===== src/rtl/seq_detect_prog.sv =====
// Programmable serial pattern detector with per-bit mask, overlap mode and a
// saturating match counter.
//   clk, rst        : rising-edge clock, asynchronous active-high reset
//   en, din         : serial bit stream, din sampled only when en=1
//   cfg_load        : loads cfg_pattern/cfg_mask/cfg_overlap and restarts detection
//   cnt_clr         : synchronous clear of match_cnt (wins over a same-edge match)
//   match           : Mealy output, combinational from state and din
//   match_q         : match delayed by one clock
//   match_cnt       : saturating count of matches
module seq_detect_prog #(
  parameter int              PAT_W       = 4,
  parameter int              CNT_W       = 8,
  parameter logic [PAT_W-1:0] RST_PATTERN = 4'b1011
) (
  input  logic             clk,
  input  logic             rst,
  input  logic             en,
  input  logic             din,
  input  logic             cfg_load,
  input  logic [PAT_W-1:0] cfg_pattern,
  input  logic [PAT_W-1:0] cfg_mask,
  input  logic             cfg_overlap,
  input  logic             cnt_clr,
  output logic             match,
  output logic             match_q,
  output logic [CNT_W-1:0] match_cnt
);

  localparam int               FILL_W   = $clog2(PAT_W);
  localparam logic [FILL_W-1:0] FILL_MAX = FILL_W'(PAT_W - 1);
  localparam logic [CNT_W-1:0]  CNT_MAX  = '1;

  logic [PAT_W-2:0] hist_q,    hist_d;
  logic [FILL_W-1:0] fill_q,   fill_d;
  logic [PAT_W-1:0] pattern_q, pattern_d;
  logic [PAT_W-1:0] mask_q,    mask_d;
  logic             overlap_q, overlap_d;
  logic             match_q_d;
  logic [CNT_W-1:0] cnt_q,     cnt_d;

  logic [PAT_W-1:0] win;
  logic             hit;

  // Window: stored history followed by the bit arriving this cycle, oldest in MSB.
  assign win = {hist_q, din};
  // A full history is required before any compare counts, even with an all-zero mask.
  assign hit = (fill_q == FILL_MAX) && (((win ^ pattern_q) & mask_q) == '0);
  assign match = ~rst & en & ~cfg_load & hit;

  always_comb begin
    hist_d    = hist_q;
    fill_d    = fill_q;
    pattern_d = pattern_q;
    mask_d    = mask_q;
    overlap_d = overlap_q;
    cnt_d     = cnt_q;
    match_q_d = match;

    if (cfg_load) begin
      pattern_d = cfg_pattern;
      mask_d    = cfg_mask;
      overlap_d = cfg_overlap;
      hist_d    = '0;
      fill_d    = '0;
    end else if (en) begin
      hist_d = win[PAT_W-2:0];
      if (match && !overlap_q) begin
        // Non-overlap: the bits just consumed cannot start the next match.
        fill_d = '0;
      end else if (fill_q != FILL_MAX) begin
        fill_d = fill_q + FILL_W'(1);
      end
    end

    if (cnt_clr) begin
      cnt_d = '0;
    end else if (match && (cnt_q != CNT_MAX)) begin
      cnt_d = cnt_q + CNT_W'(1);
    end
  end

  always_ff @(posedge clk or posedge rst) begin
    if (rst) begin
      hist_q    <= '0;
      fill_q    <= '0;
      pattern_q <= RST_PATTERN;
      mask_q    <= '1;
      overlap_q <= 1'b0;
      match_q   <= 1'b0;
      cnt_q     <= '0;
    end else begin
      hist_q    <= hist_d;
      fill_q    <= fill_d;
      pattern_q <= pattern_d;
      mask_q    <= mask_d;
      overlap_q <= overlap_d;
      match_q   <= match_q_d;
      cnt_q     <= cnt_d;
    end
  end

  assign match_cnt = cnt_q;

endmodule


===== config.mk =====
export PLATFORM = sky130hd
export DESIGN_NAME = seq_detect_prog
export DESIGN_NICKNAME = d
export VERILOG_FILES = /design/src/rtl/seq_detect_prog.sv
export SDC_FILE = /design/constraint.sdc
export NUM_CORES = 1
export LEC_CHECK = 0
export CAP_MARGIN = 15
export CORE_MARGIN = 2
export CORE_UTILIZATION = 46
export CTS_BUF_LIST = sky130_fd_sc_hd__clkbuf_4 sky130_fd_sc_hd__clkbuf_8
export DETAILED_ROUTE_END_ITERATION = 6
export PLACE_DENSITY_LB_ADDON = 0.1
export SKIP_LAST_GASP = 1
export SLEW_MARGIN = 20
export SYNTH_ARGS = -nofsm -noshare
export SYNTH_HDL_FRONTEND = slang
export SYNTH_SLANG_ARGS = --single-unit

===== constraint.sdc =====
create_clock -name clk -period 1.9 [get_ports clk]
set_input_delay 0.38 -clock clk [delete_from_list [all_inputs] [get_ports clk]]
set_output_delay 0.38 -clock clk [all_outputs]
set_load 0.02 [all_outputs]

* Word level (Yosys, flattened, before mapping)
Index checks and enable logic that the tools add are counted.
** Cells by class
- Mux-type cells :: 8
- Reduce and logical (&&, ||, !) cells :: 9
- Bitwise logic cells :: 7
- Add/sub/neg operators :: 2
- Eq/ne operators :: 3
** Operators with widths (number)
- $mux 8 :: 2
- $add 8x1->8 const B :: 1
- $mux 2 :: 4
- $ne 8x8->1 const B :: 1
- $mux 3 :: 2
- $and 4x4->4 :: 1
- $logic_not 4->1 :: 1
- $reduce_bool 2->1 :: 2
- $xor 4x4->4 :: 1
- $and 1x1->1 :: 3
- $logic_and 1x1->1 :: 3
- $reduce_bool 3->1 :: 1
- $add 2x1->2 const B :: 1
- $eq 2x2->1 const B :: 1
- $ne 2x2->1 const B :: 1
- $not 1->1 :: 2
- $reduce_and 2->1 :: 1
- $logic_not 1->1 :: 1
** Word-level totals
- Flip-flop bits (word level) :: 23
- Output and inout bits :: 10
- Logic and storage cells :: 36

* Depth between registers and ports, before layout
- Word-level depth :: 9
- Gate-level depth with buffers :: 8
- Depth with buffers taken out :: 6

* Worst setup path before layout
Ideal clock, no wire load.
- Path type :: input to output
- Start point :: input cfg_load
- End point :: output match
- Data arrival time :: 1565 ps
- Buffers on the path :: 2
- Data required time :: 1520 ps
- Slack :: -45 ps
- Stages on the path :: 6
- Cells stage by stage :: buf_6 or3b_1 a221oi_2 nand3_2 buf_2 inv_1
** Between the ends
- Longest elaborated chain between the ends :: 3
** Ends and longest elaborated chain
- from (decl) :: RTL line 19 : input logic cfg_load,
- $not 1->1 :: RTL line 48 : assign match = ~rst & en & ~cfg_load & hit;
- $and 1x1->1 (2 in a row) :: RTL line 48
- to (decl) :: RTL line 24 : output logic match,
No other way between the ends.

* Worst setup path after layout
- Start point :: register pattern_q[3]
- End point :: output match
** Between the ends
- Longest elaborated chain between the ends :: 5
** Ends and longest elaborated chain
- from (decl) :: RTL line 35 : logic [PAT_W-1:0] pattern_q, pattern_d;
- from (signal assigned) :: RTL line 94 : pattern_q <= pattern_d;
- $xor 4x4->4 :: RTL line 47 : assign hit = (fill_q == FILL_MAX) && (((win ^ pattern_q) & mask_q) == '0);
- $and 4x4->4 :: RTL line 47
- $logic_not 4->1 :: RTL line 47
- $logic_and 1x1->1 :: RTL line 47
- $and 1x1->1 :: RTL line 48
No other way between the ends.

==> results.tsv <==
stage	metric	value	unit
final_layout	num_antenna_cells	0	
job	cap_violations	0	
global_routing	grt_overflow	0	
timing	worst_pin_slew	300	ps
routing	drt-wirelength-per-cell	13.9	um
timing	max_clock_freq	510	MHz
global_routing	gr-usage-met3	0.0593	
routing	vias_per_cell	5.47	
setup_path	worst_setup_path_end_kind	primary output	
timing	slew_headroom	0.799	
final_layout	final_cells	160	
final_layout	layout_common_cells	20 x clkdlybuf4s50_1, 16 x dfrtp_1, 11 x buf_4	
clock_tree	cts_hold_buf	0	
routing	first_pass_iters	4	
routing	drt_wl_total	2220	um
clock_tree	post_cts_buffers	0	
routing	vias	875	
logic_synthesis	synth_top_family_by_area	simple AND/OR/NAND/NOR gates	
floorplan	dieArea	2820	um2
floorplan	core_area	2250	um2
logic_synthesis	synth_top_area_frac	0.361	
logic_synthesis	synth_compound_area_frac	0.120	
outcome	violations	setup timing	
logic_synthesis	syn_area_per_cell	11.4	um2
floorplan	rows	17	
clock_tree	clock_latency	310	ps
power	ir_drop	428	uV
placed_design	dp_hpwl	1540	um
setup_path	worstSetupPathType	reg -> out	
clock_tree	cts_tree	yes	
placed_design	dp_cells	156	
floorplan	pin_count	25	
timing	hold_viol_final	0	
global_routing	met1_usage	0.238	
routing	drtIter0Drc	14	
placed_design	gp_congestion	0.792	
logic_synthesis	yosysTopAreaCell	dfrtp_1	
clock_tree	clock_sinks	23	
power	leakage	0.632	nW
timing	drv_slew	0	
logic_synthesis	synthesis.area	1110	um2
power	p_per_area	598	nW/um2
timing	min_period	1960	ps
logic_synthesis	synth_seq_area_share	0.527	
clock_tree	htree_num_levels	1	
global_routing	grt_max_degree	24	
placed_design	io_buffers	24	
logic_synthesis	synthesis.nets	114	
global_routing	global_route.peak_usage_layer	met2	
setup_path	required	1520	ps
global_routing	first_global_vias	822	
global_routing	grt.total_usage	0.188	
setup_path	cp-start-kind	flop	
clock_tree	root_buffer	clkbuf_4	
worst_hold_path	hp-class	in -> async	
timing	fin_crit_sh	1.03	
floorplan	die_height	53.1	um
clock_tree	clk_pin_slew	120	ps
outcome	status	complete, but fails checks	
timing	skew	2.48	ps
logic_synthesis	yosys.area_share.simple	0.131	
global_routing	grt_pass1_wl	3700	um
power	finalPower	0.895	mW
logic_synthesis	muxShareOfSynthArea	0.126	
timing	worst_slack	-60.9	ps
logic_synthesis	ys_warn_count	0	
final_layout	drive_gt1_frac	0.288	
timing	finalSetupViolCount	4	
final_layout	areaGrowthSynthToFinish	34.9	%
logic_synthesis	synth_area_leaders	dfrtp_1 36%, dfstp_2 17%, mux2_2 8.1%, mux2i_1 4.5%, or4_1 4.1%	
timing	rsz0062_at_grt	yes	
final_layout	layout.nets	150	
global_routing	grtUsageMet2	0.294	
floorplan	start_util	0.492	
logic_synthesis	ys_types	29	
setup_path	crit_fanout	2	
logic_synthesis	synth_xor_area_frac	0.0316	
clock_tree	cts_buffer_depth	2	
logic_synthesis	ys_ff_latch	23	
routing	drt_drc_violations_left	0	
setup_path	cp.arrival	1580	ps
logic_synthesis	synthAdderAreaFrac	0.0226	
routing	ant_nets	0	
logic_synthesis	synth_cells	97	
final_layout	final_common_cell	clkdlybuf4s50_1	
clock_tree	cts_buffers	3	
global_routing	antenna_found_initial	0	
floorplan	die_x	53.1	um
==> state kept, by name, indices dropped and copies added (netlist names) <==
name	count
hist_q	3
match_cnt	8
fill_q	2
pattern_q	4
overlap_q	1
match_q	1
mask_q	4
==> area by class of cell <==
type	count	area (um2)
fill	201	759
sequential	23	584
multi-input combinational	64	497
timing repair buffer	36	333
tap	28	35.0
clock buffer	3	22.5
inverter	5	18.8
clock inverter	1	5.00
==> cell families after synthesis <==
group                      Yosys count
DFF                                 23
buffers and inverters               10
AOI/OAI and AO/OA                   20
muxes                               13
adders and majority gates            2
xor gates and xnor gates             4
and+or+nand+nor                     25
==> critical path: stages (launching register included) <==
cell and delay [ps]:
dfstp_2 560, xor2_1 100, a221oi_4 270, nand3_2 130
inv_2 90, buf_6 110
==> per-stage QoR <==
stage / cell area (um2) / util / setup TNS, ps / setup slack [ps] / hold slack [ps]
after floorplan: 1110 / - / -1.64 / -0.828 / 377
after global placement: 1450 / 0.642 / -4850 / -745 / 515
after detailed placement: 1450 / 0.642 / -5300 / -777 / 528
after CTS: 1490 / 0.661 / -175 / -60.8 / 177
after global routing: 1500 / 0.663 / -692 / -162 / 201
final: 1500 / 0.663 / -88.6 / -60.9 / 181
==> worst paths after layout <==
kind	from	end	slack, ps	cells past startpoint
worst max-delay path	pattern_q[3]$_DFFE_PP1P_	match	-60	5
worst min-delay path	rst	pattern_q[2]$_DFFE_PP0P_	180	3
worst max register to register	pattern_q[3]$_DFFE_PP1P_	match_cnt[4]$_DFFE_PP0P_	-10	6
worst min register to register	pattern_q[2]$_DFFE_PP0P_	pattern_q[2]$_DFFE_PP0P_	560	1
max in group asynchronous	rst	pattern_q[3]$_DFFE_PP1P_	1430	3
min in group clk	pattern_q[2]$_DFFE_PP0P_	pattern_q[2]$_DFFE_PP0P_	560	1
==> cell usage after synthesis <==
master and instances:
buf_6 1, nor2_1 6, or3_1 1, a221oi_2 1, mux2i_1 5, nand3_2 1, buf_2 1, o41ai_1 3
or3b_1 1, a31oi_1 1, or4_1 6, nand3_1 3, a21oi_1 8, a22oi_1 1, buf_1 1, nand3b_1 1
dfstp_2 7, mux2_2 8, nand4_1 1, nand2_1 3, xor2_1 4, ha_1 2, nor2b_1 1, clkbuf_1 2
or2_2 1, dfrtp_1 16, o31ai_1 3, inv_1 5, o21ai_0 3
==> where the power goes <==
| part | switching (mW) | internal, mW |
|---|---|---|
| Combinational | 0.0512 | 0.0726 |
| Clock | 0.148 | 0.0788 |
| Sequential | 0.0187 | 0.526 |
| Total | 0.217 | 0.677 |
==> what timing repair did <==
| item | CTS | global route |
|---|---|---|
| endpoints found under the setup margin | 8 | 7 |
| pin swaps | 3 | 0 |
| gates resized for setup | 13 | 1 |
==> routing by layer <==
metal  vias to the layer above  share of wire
met3                         4          0.046
met1                       425           0.46
met2                        20           0.47
li1                        426              -
met5                         -              0
met4                         0          0.016
Power figures use the tool's default switching activity.
==> RTL edit, RTL diff (same flow settings) <==
Register the output `match_cnt` once more, without a reset; this adds one clock of latency there. The other outputs are not delayed to match.
--- a/src/rtl/seq_detect_prog.sv
+++ b/src/rtl/seq_detect_prog.sv
@@ -99,7 +99,9 @@
     end
   end
 
-  assign match_cnt = cnt_q;
+  always_ff @(posedge clk) begin
+    match_cnt <= cnt_q;
+  end
 
 endmodule
 
Function: changed (Yosys sat finds a counterexample within 10 cycles, from zero or initial values and one cycle with rst high).
==> RTL edit against the unedited design <==
The run still ends with negative setup slack left; area after synthesis rose by 22%; register-to-register slack worse by 0.02 ns; global-route usage fell by 0.83 points; power increased by 47%; clock skew grew 0.0029 ns; routed wire length increased by 19%; critical path type is now input pin to output port; final area increased by 22%; sequential cell count is 8 higher; setup slack got worse by 0.0080 ns; largest cell class unchanged; sequential power grew 31%; synthesized cell count is 18% higher; sequential share of layout area is 1.6 points higher; largest power group unchanged; maximum frequency decreased by 0.40%.
==> RTL edit: results (changes against the unedited design) <==
Parameter                              Value

Status
  Result of the run    complete, but fails checks (unchanged)
  Violated checks    negative setup slack (unchanged)

Pwr
  Largest vdd supply drop    0.7309 mV (was 0.4275 mV)
  Lkg Pwr    0.7579 nW (was 0.6323 nW)

Synth
  Synthesized-area fraction occupied by xor and xnor cells    3.229% (was 3.160%)
  Adder-cell share of the synthesized area    1.845% (was 2.257%)
  Sequential cell area fraction in the yosys report    54.89% (was 52.71%)
  Number of distinct library cells after synthesis    36 (was 29)
  Synth cell count leaders    sky130_fd_sc_hd__dfrtp_1 (16), sky130_fd_sc_hd__mux2_2 (9), sky130_fd_sc_hd__nor2_1 (9) (was sky130_fd_sc_hd__dfrtp_1 (16), sky130_fd_sc_hd__a21oi_1 (8), sky130_fd_sc_hd__mux2_2 (8))
  Post-synthesis compound-gate area fraction    7.565% (was 11.96%)
  Largest cells by area after synthesis    sky130_fd_sc_hd__dfrtp_1 (30%), sky130_fd_sc_hd__dfstp_2 (14%), sky130_fd_sc_hd__dfxtp_1 (12%), sky130_fd_sc_hd__mux2_2 (7.5%), sky130_fd_sc_hd__mux2i_1 (3.7%) (was sky130_fd_sc_hd__dfrtp_1 (36%), sky130_fd_sc_hd__dfstp_2 (17%), sky130_fd_sc_hd__mux2_2 (8.1%), sky130_fd_sc_hd__mux2i_1 (4.5%), sky130_fd_sc_hd__or4_1 (4.1%))
  Multiplexer fraction of the synthesized cell area    13.65% (was 12.64%)
  Asr flop ratio synth    74.19% (was 100.0%)
  Post-synthesis net count    131 (was 114)

Detailed routing
  Aggregate routed wire length    2635 microns (was 2222 microns)
  Total number of vias    995 (was 875)
  Starting DRT DRC Count    22 (was 14)

Worst setup path
  Worst-case register-to-register setup slack    -0.03 ns (was -0.01 ns)
  Capturing point of the worst reg2reg path    cnt_q[4] (was match_cnt[4])
  Top Family by Delay on Critical Path    buffers and inverters (was flip-flops)
  Cell with the largest stage delay on the worst path    sky130_fd_sc_hd__clkdlybuf4s50_1 (was sky130_fd_sc_hd__dfstp_2)
  Worst setup path start    cfg_load (was pattern_q[3])
  Stage delay of the slowest cell on the critical path    0.44 ns (was 0.56 ns)

Timing
  Worst Tran Pin Value    0.4089 ns (was 0.3004 ns)
  Least setup slack across all paths after layout    -0.06890 ns (was -0.06093 ns)
  Final sum of negative setup slack    -0.2321 ns (was -0.08863 ns)
  Setup-failing EPs final    7 (was 4)
  Worst setup skew after layout    0.005401 ns (was 0.002478 ns)

Cells and area
  Share of final-layout standard cells stronger than drive strength 1    31.37% (was 28.79%)
  Filler cell count    216 (was 201)
  Number of cells in the finished layout apart from fillers    184 (was 160)
  Final Net Count    169 (was 150)

GRT
  Tot GR Track Use    17.92% (was 18.75%)
  Number of global-route vias before repair    997 (was 822)
  Global-route wire length before repair    4429 microns (was 3698 microns)

Clock tree
  Worst skew pair latency    0.33 ns (was 0.31 ns)
  Number of buffers created by CTS    5 (was 3)
  H-tree level count    2 (was 1)

Placement
  Gpl congestion    0.8166 (was 0.7920)
  Pre-CTS WS    -0.5876 ns (was -0.7774 ns)
==> RTL edit: cell count changes after synthesis, moves of 4 or more <==
cell / before / now
sky130_fd_sc_hd__nand2b_1: 0 / 4
sky130_fd_sc_hd__dfxtp_1: 0 / 8
sky130_fd_sc_hd__a21oi_1: 8 / 4
sky130_fd_sc_hd__nor3_1: 0 / 4
==> RTL edit: area by class of cell <==
class                      count  area, sq um  area share [%]
tap                           31        38.79           2.119
sequential                    31        744.5           40.67
multi-input combinational     73        620.6           33.90
timing repair buffer          37        339.1           18.52
inverter                       4        15.01          0.8202
clock buffer                   8        72.57           3.964
==> RTL edit: worst min-delay path by stage <==
stage / from / end / slack, ns
5_1_grt: rst / cnt_q[1] / 0.41
6_report: rst / cnt_q[1] / 0.39
3_5_place_dp: cnt_q[7] / match_cnt[7] / 0.42
4_1_cts: rst / fill_q[1] / 0.39
3_3_place_gp: cnt_q[7] / match_cnt[7] / 0.42
2_1_floorplan: rst / cnt_q[0] / 0.38
==> RTL edit: cells by family (layout without fill, tap and decap cells) <==
kind of cell,Yosys count,in the layout
multiplexers,17,17
buffers and inverters,10,49
flip-flops,31,31
AND/OR/NAND/NOR,35,35
adder cells (fa/ha/maj),2,2
XOR/XNOR,5,5
AO/OA/AOI/OAI,14,14
==> RTL edit: power by group <==
part	switching (mW)	total, mW	internal, mW
Clock	0.219	0.450	0.232
Sequential	0.0187	0.713	0.694
Combinational	0.0677	0.152	0.0839
==> RTL edit: per-stage QoR <==
stage	power [mW]	instance area, sq um
after floorplan	0.7998	1356
after global placement	0.8607	1699
after detailed placement	0.8661	1699
after CTS	1.324	1808
after global routing	1.374	1831
final	1.315	1831
==> RTL edit: layer usage <==
metal  global-route usage, %  part of all wire, %  routed length (microns)
met5                       0                    0                        0
met4                   10.63                  2.2                       58
met3                   4.835                  3.2                       85
met2                   30.82                   52                     1363
met1                   19.71                   43                     1127
==> RTL edit: what timing repair did <==
item	4_1_cts	5_1_grt
setup endpoints to repair	5	9
buffers inserted	1	0
pin swaps	2	1
gates resized for setup	11	4
==> RTL edit: tightest hold or removal path, stage by stage <==
cell and delay, ns:
sky130_fd_sc_hd__clkdlybuf4s50_1 0.42, sky130_fd_sc_hd__inv_1 0.08, sky130_fd_sc_hd__buf_4 0.19
